File: src/rtl/minsoc_pic_wb.sv
// minsoc_pic_wb: programmable interrupt controller with a Wishbone B3 classic register slave
module minsoc_pic_wb #(
  parameter int NINTS       = 20,
  parameter int SYNC_STAGES = 2
) (
  input  logic             clk_i,
  input  logic             rst_n_i,
  input  logic [NINTS-1:0] irq_i,
  input  logic             wb_cyc_i,
  input  logic             wb_stb_i,
  input  logic             wb_we_i,
  input  logic [3:0]       wb_adr_i,
  input  logic [3:0]       wb_sel_i,
  input  logic [31:0]      wb_dat_i,
  output logic [31:0]      wb_dat_o,
  output logic             wb_ack_o,
  output logic             wb_err_o,
  output logic             int_o
);
  logic [SYNC_STAGES-1:0][NINTS-1:0] sync_q, sync_d;
  logic [NINTS-1:0] prev_q, mask_q, mask_d, mode_q, mode_d, pend_q, pend_d, s, mp, w1c;
  logic [31:0] dat_q, dat_d, vec;
  logic ack_q, ack_d, int_q, int_d, wr;
  logic [1:0] sel;
  logic [4:0] idx;
  logic unused_ok;
  // Bus decode, read mux (pre-commit values), priority encode and next register state
  always_comb begin
    s = sync_q[SYNC_STAGES-1];
    sync_d = {sync_q[SYNC_STAGES-2:0], irq_i};
    sel = wb_adr_i[3:2];
    ack_d = wb_cyc_i & wb_stb_i & ~ack_q;
    wr = ack_d & wb_we_i;
    mp = pend_q & mask_q;
    idx = '0;
    for (int i = NINTS - 1; i >= 0; i--) idx = mp[i] ? 5'(i) : idx;
    vec = {|mp, 26'd0, idx};
    dat_d = !ack_d ? '0 : sel == 2'd0 ? 32'(mask_q) : sel == 2'd1 ? 32'(mode_q) : sel == 2'd2 ? 32'(pend_q) : vec;
    w1c = (wr && sel == 2'd2) ? wb_dat_i[NINTS-1:0] & mode_q : '0;
    mask_d = (wr && sel == 2'd0) ? wb_dat_i[NINTS-1:0] : mask_q;
    mode_d = (wr && sel == 2'd1) ? wb_dat_i[NINTS-1:0] : mode_q;
    pend_d = (mode_q & ((s & ~prev_q) | (pend_q & ~w1c))) | (~mode_q & s);
    int_d = |mp;
  end
  // State registers with synchronous active-low reset
  always_ff @(posedge clk_i) begin
    if (!rst_n_i) begin
      sync_q <= '0;
      prev_q <= '0;
      mask_q <= '0;
      mode_q <= '0;
      pend_q <= '0;
      dat_q  <= '0;
      ack_q  <= 1'b0;
      int_q  <= 1'b0;
    end else begin
      sync_q <= sync_d;
      prev_q <= s;
      mask_q <= mask_d;
      mode_q <= mode_d;
      pend_q <= pend_d;
      dat_q  <= dat_d;
      ack_q  <= ack_d;
      int_q  <= int_d;
    end
  end
  assign wb_dat_o  = dat_q;
  assign wb_ack_o  = ack_q;
  assign wb_err_o  = 1'b0;
  assign int_o     = int_q;
  assign unused_ok = ^{wb_sel_i, wb_adr_i[1:0], wb_dat_i};
endmodule

File: config.mk
export PLATFORM = sky130hd
export DESIGN_NAME = minsoc_pic_wb
export DESIGN_NICKNAME = d
export VERILOG_FILES = /design/src/rtl/minsoc_pic_wb.sv
export SDC_FILE = /design/constraint.sdc
export NUM_CORES = 1
export LEC_CHECK = 0
export ABC_AREA = 1
export CAP_MARGIN = 5
export CORE_ASPECT_RATIO = 1.4
export CORE_MARGIN = 3
export CORE_UTILIZATION = 40
export DETAILED_ROUTE_END_ITERATION = 7
export HOLD_SLACK_MARGIN = 0.02
export MAX_ROUTING_LAYER = met4
export PLACE_DENSITY = 0.71
export SKIP_LAST_GASP = 1
export SYNTH_ARGS = -nofsm -noshare
export SYNTH_HDL_FRONTEND = slang
export SYNTH_SLANG_ARGS = --single-unit
export TNS_END_PERCENT = 50
File: constraint.sdc
create_clock -name clk_i -period 2.7 [get_ports clk_i]
set_input_delay 0.54 -clock clk_i [delete_from_list [all_inputs] [get_ports clk_i]]
set_output_delay 0.54 -clock clk_i [all_outputs]
set_load 0.1 [all_outputs]
==> results of run 1 <==
[critical path, stage by stage]
cell and delay (ns):
clkdlybuf4s50_1 0.60, inv_2 0.11, nor2_2 0.22, inv_2 0.04, nand2_1 0.07, a21oi_1 0.06
nand2_1 0.10, inv_2 0.05, a22oi_1 0.16, nor2_1 0.06, a21oi_1 0.15, a21oi_1 0.08
[how the worst min path moves through the flow]
stage	startpoint	end	slack [ns]	cells past startpoint
3_5_place_dp	sync_d[25]	s[5]	0.39	2
5_1_grt	sync_d[34]	s[14]	0.42	2
4_1_cts	sync_d[25]	s[5]	0.41	2
2_1_floorplan	sync_d[20]	s[0]	0.39	2
3_3_place_gp	sync_d[33]	s[13]	0.39	2
6_report	sync_d[37]	s[17]	0.41	2
[cells in the final DEF, fill, tap and decap left out, types with 2 or more instances in the layout]
cell type,synthesis,routed
nand2_1,218,218
dfxtp_1,143,143
inv_1,100,100
a21oi_1,45,45
clkdlybuf4s50_1,0,45
o21ai_0,41,41
buf_4,12,32
o21ai_1,23,23
o211ai_1,20,20
clkbuf_16,0,17
nand3_1,16,16
conb_1,1,12
nor2_1,13,11
inv_2,6,6
nor2_2,2,4
nor3_1,4,4
clkinvlp_4,0,4
clkinv_2,0,4
a31o_2,3,3
bufinv_16,0,3
clkbuf_1,13,3
o22ai_1,2,2
a211oi_1,2,2
[power groups by stage]
stage          Combinational [mW]  Sequential [mW]  Clock, mW
2_1_floorplan               0.203             2.26          0
3_3_place_gp                0.324             2.24          0
3_5_place_dp                0.327             2.24          0
4_1_cts                     0.328             2.20       2.36
5_1_grt                     0.355             2.20       2.45
6_report                    0.327             2.20       2.31
[logic make-up after synthesis]
family	Yosys count
buf+inv	146
simple gates	257
flops	143
compound gates	139
other cells	1
[routing by layer]
layer	global-route usage [%]	share of wire (%)	vias up
met5	-	0	-
met4	6.68	1.6	0
met3	4.03	4.7	17
met2	26.7	48	113
met1	20.6	46	1841
li1	-	-	2255
[state kept, by name, indices dropped and copies added (netlist names)]
| name | cells |
|---|---|
| mode_q | 20 |
| wb_ack_o | 1 |
| int_o | 1 |
| sync_d | 20 |
| prev_q | 20 |
| s | 20 |
| mask_q | 20 |
| wb_dat_o | 21 |
| pend_q | 20 |
[layout make-up]
type / count / area (µm²) / area share, %
Tap cell: 150 / 188 / 2.85
Inverter: 106 / 398 / 6.04
Timing Repair Buffer: 79 / 716 / 10.9
Multi-Input combinational cell: 408 / 1830 / 27.8
Clock buffer: 21 / 450 / 6.84
Sequential cell: 143 / 2860 / 43.5
Clock inverter: 11 / 140 / 2.13
[synthesized netlist by cell type (all sizes together)]
cell type and instances:
o211ai 20, nand4 1, clkbuf 13, a22oi 1, nand3 16, a31o 3
nor4 1, inv 106, dfxtp 143, buf 27, conb 1, nor2 16
a21oi 45, a211oi 2, a31oi 1, o22ai 2, nand2 219, o21ai 64
nor3 4, o31ai 1
[per-stage QoR]
stage / hold WS (ns) / cells / power [mW] / area, µm²
after floorplan: 0.390 / 697 / 2.46 / 5300
after global placement: 0.394 / 886 / 2.56 / 5990
after detailed placement: 0.395 / 886 / 2.57 / 5990
after CTS: 0.408 / 918 / 4.88 / 6590
after global routing: 0.420 / 918 / 5.01 / 6590
final: 0.408 / 918 / 4.84 / 6590
==> flow_metrics.tcl, run 1 <==
set metrics [dict create \
    synth-compound-area-share_pct 14.7 \
    start_util_pct 41.7 \
    htreeDepth 4 \
    overflow 0 \
    cp-endpoint "wb_dat_o[2]" \
    rr_endpoint "wb_dat_o[0]" \
    syn_inst 686 \
    pwr-share-comb_pct 6.8 \
    core_um2 12600 \
    finalSetupViolCount 0 \
    reg2reg_slack_ns 1.05 \
    io_buffers 69 \
    synth-simple-area-share_pct 19.2 \
    crit_start "wb_adr_i[3]" \
    vias 4226 \
    synth.largest_area_cell "dfxtp_1" \
    cts_tree "done" \
    status "finished, final reports clean" \
    r2r_start "pend_q[18]" \
    grt_pass1_vias 3955 \
    antenna_found_initial 0 \
    synth_fa_ha_area_share_pct 0 \
    power_frac_seq_pct 45.4 \
    dr.pass1.iters 5 \
    crit_fanout 5 \
    hp-class "reg -> reg" \
    setup_slack_ns 0.741 \
    cts_setup_buffers 0 \
    synth_seq_cells 143 \
    p_switching_mw 1.09 \
    cts_inserted_buffers 17 \
    intPower_mw 3.74 \
    worstPathArrival_ns 2.25 \
    io_pins 100 \
    syn_area_um2 5260 \
    post_synth_num_cell_types 27 \
    p_clk_share_pct 47.8 \
    worst_pin_slew_ns 0.783 \
    grt_pass1_wl_um 18600 \
    die-area_um2 14600 \
    fin_crit_ns 1.96 \
    ant_nets 0 \
    wl_per_cell_um 12.3 \
    rsz0062_at_grt "no" \
    clock-root-buffer "clkbuf_16" \
    powerDensity_nw_per_um2 735 \
    die_y_um 142 \
    gp_congestion 0.863 \
    grt_usage_pct 16.8 \
    finClkSkew_ns 0.00476 \
    die_x_um 103 \
    synth_xor_area_share_pct 0 \
    setup_tns_ns 0 \
    reg2regPathDepth 21 \
    rows 48 \
    cts_max_path_buffers 2 \
    worstPathRequired_ns 2.99 \
    final_net_count 820 \
    cts_hold_buf 0 \
    place_ws_ns 0.413 \
    syn_area_per_cell_um2 7.66 \
    maxCapViolCount 0 \
    synth.area.mux_share_pct 0 \
    drtIter0Drc 278 \
    ir_drop_v 0.000380 \
    dpl.hpwl_um 7220 \
    netSwitchingFraction_pct 22.6 \
    fin_crit_sh_pct 72.6 \
    start_kind "primary input" \
    finalHoldViolations 0 \
    syn_to_final_growth_pct 25.3 \
    clkTransAtPathRegs_ns 0.06 \
    cp-end-kind "register" \
    cts.sinks 143 \
    drcViolationCount 0 \
    routed_via_density 4.60 \
    fillers 1193 \
    final_core_util_pct 52.2 \
    num_antenna_cells 0 \
    drive_gt1_share_pct 10.2 \
    clock_latency_ns 0.41 \
    slew_headroom_pct 47.8 \
    max_freq_mhz 510 \
    yosysWarnings 0 \
    synth_top_area_share_pct 54.5 \
    p_leak_nw 3.30 \
    wl_um 11300 \
    synth.area.top_cells "dfxtp_1 54%, nand2_1 16%, inv_1 7.1%, a21oi_1 4.3%, o21ai_0 3.9%" \
    cts.repair.resized 0 \
    drv_slew 0 \
    grt_max_degree 83 \
    synth_top_family_by_area "simple AND/OR/NAND/NOR gates" \
    crit_type "in -> reg" \
    ys_seq_area_share_pct 54.5 \
]
No activity file was read; power rests on OpenSTA's default activity.
==> run 2: changes to the inputs <==
Clock period 2.7 ns to 1.81 ns, I/O delays scaled along.
==> flow_metrics.tcl, run 2 (synthesis results as in run 1) <==
set metrics [dict create \
    grt_pass1_vias 3984 \
    die_y_um 142 \
    finalSetupViolCount 0 \
    rows 48 \
    wl_per_cell_um 12.1 \
    maxCapViolCount 0 \
    cts_hold_buf 0 \
    crit_fanout 3 \
    cts_inserted_buffers 17 \
    start_util_pct 41.7 \
    dr.pass1.iters 6 \
    io_buffers 69 \
    worstPathRequired_ns 2.11 \
    netSwitchingFraction_pct 20.9 \
    htreeDepth 4 \
    r2r_start "pend_q[18]" \
    gp_congestion 0.843 \
    mostFrequentLayoutCells "217 x nand2_1, 141 x dfxtp_1, 100 x inv_1, 45 x a21oi_1, 45 x clkdlybuf4s50_1" \
    grt_usage_pct 16.7 \
    clock_latency_ns 0.41 \
    start_kind "register" \
    wl_um 11300 \
    drtIter0Drc 250 \
    fin_crit_sh_pct 87.4 \
    vias 4300 \
    fillers 1122 \
    cp-end-kind "register" \
    cts.repair.resized 0 \
    worstSetupPathDepth 21 \
    whs_path_depth 2 \
    drive_gt1_share_pct 12.3 \
    rr_endpoint "wb_dat_o[0]" \
    power_frac_seq_pct 42.1 \
    die-area_um2 14600 \
    crit_start "pend_q[18]" \
    routed_via_density 4.62 \
    reg2reg_slack_ns 0.23 \
    grt_max_degree 41 \
    core_um2 12600 \
    dpl.hpwl_um 7560 \
    rsz0062_at_grt "no" \
    cp_top_family "simple AND/OR/NAND/NOR gates" \
    p_clk_share_pct 51.0 \
    overflow 0 \
    max_stage_delay_ns 0.35 \
    path_cells "nand2_1 > nand2_1 > nand2_1 > nand2_1 > nand2_1 > nand2_1 > nand2_1 > nand2_1 > nand2_1 > nand2_1 > nand2_1 > nand2_1 > nand2_1 > nand2_1 > nand2_1 > nand2_1 > nand2_1 > nand2_1 > nand2_1 > nand2_1 > nand2_1" \
    antenna_found_initial 0 \
    die_x_um 103 \
    grt_pass1_wl_um 18500 \
    clock-root-buffer "clkbuf_16" \
    intPower_mw 6.16 \
    cts_tree "done" \
    syn_to_final_growth_pct 35.8 \
    min_from "sync_d[22]" \
    cts_max_path_buffers 2 \
    p_switching_mw 1.63 \
    crit_top_cell "nand2_1" \
    ant_nets 0 \
    setup_tns_ns 0 \
    cp_num_buf_inv 0 \
    fin_crit_ns 1.58 \
    p_leak_nw 3.51 \
    finClkSkew_ns 0.0101 \
    hp-class "reg -> reg" \
    max_freq_mhz 632 \
    drv_slew 0 \
    io_pins 100 \
    ir_drop_v 0.000556 \
    reg2regPathDepth 21 \
    final_net_count 833 \
    status "finished, final reports clean" \
    powerDensity_nw_per_um2 1090 \
    finalHoldViolations 0 \
    pwr-share-comb_pct 6.8 \
    crit_slowest_cell "dfxtp_1" \
    clkTransAtPathRegs_ns 0.06 \
    final_core_util_pct 56.6 \
    drcViolationCount 0 \
    worstPathArrival_ns 1.89 \
    cp-endpoint "wb_dat_o[0]" \
    cts_setup_buffers 0 \
    cts.sinks 143 \
    num_antenna_cells 0 \
    largest_reg_flops 21 \
    final_common_cell "nand2_1" \
    crit_type "reg -> reg" \
]
## run 2: cell types whose count changed in the layout (fill, tap and decap cells not counted), sizes merged
cell,delta
buf,+13
clkinv,-1
bufinv,+3
clkinvlp,-3
## run 2: layout make-up
cell class              instances  area (µm²)  area share, %
flip-flops and latches        143        2870           40.2
inverters                     106         398           5.58
multi-input cells             408        1830           25.7
repair buffers                 92        1160           16.3
clock buffers                  21         480           6.73
well taps                     150         188           2.63
clock inverters                10         206           2.89
## run 2: metrics by stage
step / instance area, µm² / hold slack [ns] / power (mW) / setup WS (ns) / instances
after floorplan: 5300 / 0.390 / 3.67 / 0.335 / 697
after global routing: 7130 / 0.420 / 8.04 / 0.0150 / 930
after detailed placement: 6440 / 0.395 / 3.88 / -0.137 / 899
after CTS: 7130 / 0.408 / 7.86 / 0.202 / 930
final: 7130 / 0.407 / 7.78 / 0.228 / 930
after global placement: 6440 / 0.393 / 3.87 / -0.0955 / 899
## run 2: power by group through the flow
| stage | sequential [mW] | clock (mW) | combinational, mW |
|---|---|---|---|
| after floorplan | 3.37 | 0 | 0.303 |
| after global placement | 3.35 | 0 | 0.525 |
| after detailed placement | 3.35 | 0 | 0.531 |
| after CTS | 3.28 | 4.05 | 0.533 |
| after global routing | 3.29 | 4.18 | 0.574 |
| final | 3.28 | 3.97 | 0.531 |
## run 2: worst min path at each step
stage | endpoint | slack, ns
global placement | s[12] | 0.39
CTS | s[2] | 0.41
detailed placement | s[2] | 0.40
global route | s[4] | 0.42
floorplan | s[0] | 0.39
finish | s[2] | 0.41
## run 2: tightest hold or removal path, delay by kind of cell (launching register included)
kind,cells,cell delay [ns]
buffers and inverters,1,0.04
flip-flops,1,0.30
AND/OR/NAND/NOR,1,0.04
## run 2: routing by layer
layer  track usage, %  up-vias  part of all wire, %
met5                -        -                    0
met1             20.0     1884                   44
met3             4.08       23                  4.1
met2             25.9      110                   49
li1                 -     2283                    -
met4             8.53        0                  3.1
==> run 3: changes to the inputs <==
Settings changed: ABC_AREA 1 to unset, ABC_CLOCK_PERIOD_IN_PS set to 1810, CORE_UTILIZATION 40 to 52, PLACE_DENSITY 0.71 to 0.86.
==> flow_metrics.tcl, run 3 <==
set metrics [dict create \
    clock-root-buffer "clkbuf_16" \
    synth.area.top_cells "dfxtp_1 52%, and2_1 7.0%, mux2i_1 6.6%, nand2_1 4.9%, a21oi_1 3.7%" \
    num_antenna_cells 0 \
    finClkSkew_ns 0.0167 \
    synth_top_area_share_pct 52.4 \
    max_stage_delay_ns 0.47 \
    max_freq_mhz 567 \
    gp_congestion 0.851 \
    rows 43 \
    placed_cells 773 \
    grt_pass1_vias 4236 \
    die_x_um 92.6 \
    slew_headroom_pct 67.1 \
    drcViolationCount 0 \
    wl_um 12400 \
    syn_to_final_growth_pct 32.9 \
    rr_endpoint "wb_dat_o[2]" \
    die-area_um2 11800 \
    synth_seq_cells 143 \
    synth_edf_count 0 \
    core_um2 10100 \
    syn_inst 568 \
    finalHoldViolations 0 \
    ys_seq_area_share_pct 52.4 \
    cp_top_family "compound AO/OA/AOI/OAI gates" \
    path_cells "a22o_1 > o211ai_1 > a211oi_1 > mux4_2 > and2_1" \
    syn_area_um2 5470 \
    synth-compound-area-share_pct 13.9 \
    reg2regPathDepth 5 \
    fin_crit_ns 1.76 \
    htreeDepth 4 \
    crit_slowest_cell "mux4_2" \
    ys.flop_type "dfxtp_1" \
    largest_reg_flops 21 \
    setup_tns_ns 0 \
    synth.largest_area_cell "dfxtp_1" \
    fin_cells 805 \
    rsz0062_at_grt "no" \
    dr.pass1.iters 7 \
    crit_type "reg -> reg" \
    worst_pin_slew_ns 0.481 \
    vias 4315 \
    hp-class "in -> reg" \
    synth_common_cells "143 x dfxtp_1, 72 x nand2_1, 61 x and2_1, 40 x a21oi_1, 36 x mux2i_1" \
    synth_fa_ha_area_share_pct 0 \
    drv_slew 0 \
    io_pins 100 \
    place_ws_ns -0.277 \
    whs_path_depth 2 \
    cts.sinks 143 \
    mostFrequentLayoutCells "142 x dfxtp_1, 72 x nand2_1, 61 x and2_1, 45 x clkdlybuf4s50_1, 40 x a21oi_1" \
    yosysWarnings 0 \
    drtIter0Drc 406 \
    clock_latency_ns 0.42 \
    reg2reg_slack_ns 0.05 \
    routed_via_density 5.36 \
    fin_area_um2 7260 \
    yosysMostFrequentCell "dfxtp_1" \
    cts_max_path_buffers 2 \
    synth_top_family_by_area "simple AND/OR/NAND/NOR gates" \
    whs_ns 0.251 \
    async_reset_ff_share_pct 0 \
    powerDensity_nw_per_um2 1020 \
    syn_area_per_cell_um2 9.62 \
    die_y_um 127 \
    grt_usage_pct 22.4 \
    dpl.hpwl_um 8230 \
    place_area_um2 6640 \
    cts_hold_buf 0 \
    maxCapViolCount 0 \
    final_net_count 722 \
    crit_fanout 4 \
    clkTransAtPathRegs_ns 0.06 \
    synth_xor_area_share_pct 0 \
    wl_per_cell_um 15.4 \
    crit_start "mask_q[15]" \
    status "finished, final reports clean" \
    final_common_cell "dfxtp_1" \
    io_buffers 69 \
    grt_max_degree 121 \
    worstPathArrival_ns 2.07 \
    ir_drop_v 0.000854 \
    ant_nets 0 \
    r2r_start "mask_q[15]" \
    drive_gt1_share_pct 14.5 \
    worstPathRequired_ns 2.11 \
    cts.repair.resized 0 \
    cts_tree "done" \
    grt_pass1_wl_um 20300 \
    start_kind "register" \
    post_synth_num_cell_types 45 \
    cts_inserted_buffers 17 \
    cp_num_buf_inv 0 \
    worstSetupPathDepth 5 \
    antenna_found_initial 0 \
    setup_slack_ns 0.0472 \
    cp-end-kind "register" \
    finalSetupViolCount 0 \
    cts_setup_buffers 0 \
    p_leak_nw 2.93 \
    fin_crit_sh_pct 97.4 \
    synth-simple-area-share_pct 20.9 \
    cp-endpoint "wb_dat_o[2]" \
    synth.area.mux_share_pct 7.83 \
    overflow 0 \
    start_util_pct 54.3 \
]
[run 3: cell count changes in the layout (fill, tap and decap cells not counted), sizes merged, moves of 9 or more]
cell | previous run | this run
o211ai | 20 | 2
o21ai | 64 | 3
nand2 | 219 | 72
buf | 47 | 56
nor2b | 0 | 24
a21boi | 0 | 20
and2 | 0 | 61
a21o | 0 | 20
nor2 | 16 | 35
inv | 106 | 5
mux2i | 0 | 36
[run 3: worst min-delay path by stage]
stage,from,end,slack [ns]
2_1_floorplan,sync_d[20],s[0],0.41
3_3_place_gp,sync_d[30],s[10],0.41
3_5_place_dp,sync_d[24],s[4],0.42
4_1_cts,rst_n_i,int_o,0.25
5_1_grt,rst_n_i,int_o,0.26
6_report,rst_n_i,int_o,0.25
[run 3: layout make-up]
| cell class | instances | area (µm²) |
|---|---|---|
| Clock buffer | 22 | 464 |
| Clock inverter | 10 | 159 |
| Fill cell | 708 | 2800 |
| Inverter | 4 | 15.0 |
| Multi-Input combinational cell | 390 | 2390 |
| Sequential cell | 143 | 2860 |
| Tap cell | 135 | 169 |
| Timing Repair Buffer | 101 | 1210 |
[run 3: stage by stage]
stage	total power [mW]	util (%)
after floorplan	3.65	-
after global placement	3.83	66.0
after detailed placement	3.84	66.0
after CTS	7.45	72.2
after global routing	7.62	72.2
final	7.41	72.2
[run 3: logic make-up after synthesis]
group	after synthesis
flops	143
mux	40
compound gates	111
buf+inv	46
simple gates	227
other cells	1
[run 3: metal layers]
metal  wire, µm  track usage (%)  part of all wire (%)
met2       6190             36.8                    50
met4        340             11.6                   2.7
met1       5160             25.7                    42
met3        733             4.83                   5.9
met5          0                -                     0
[run 3: report_power, final]
| part | switching (mW) | leakage, nW | internal [mW] |
|---|---|---|---|
| sequential | 0.0406 | 1.17 | 3.23 |
| clock | 1.26 | 0.301 | 2.38 |
| combinational | 0.292 | 1.46 | 0.219 |
| total | 1.59 | 2.93 | 5.82 |
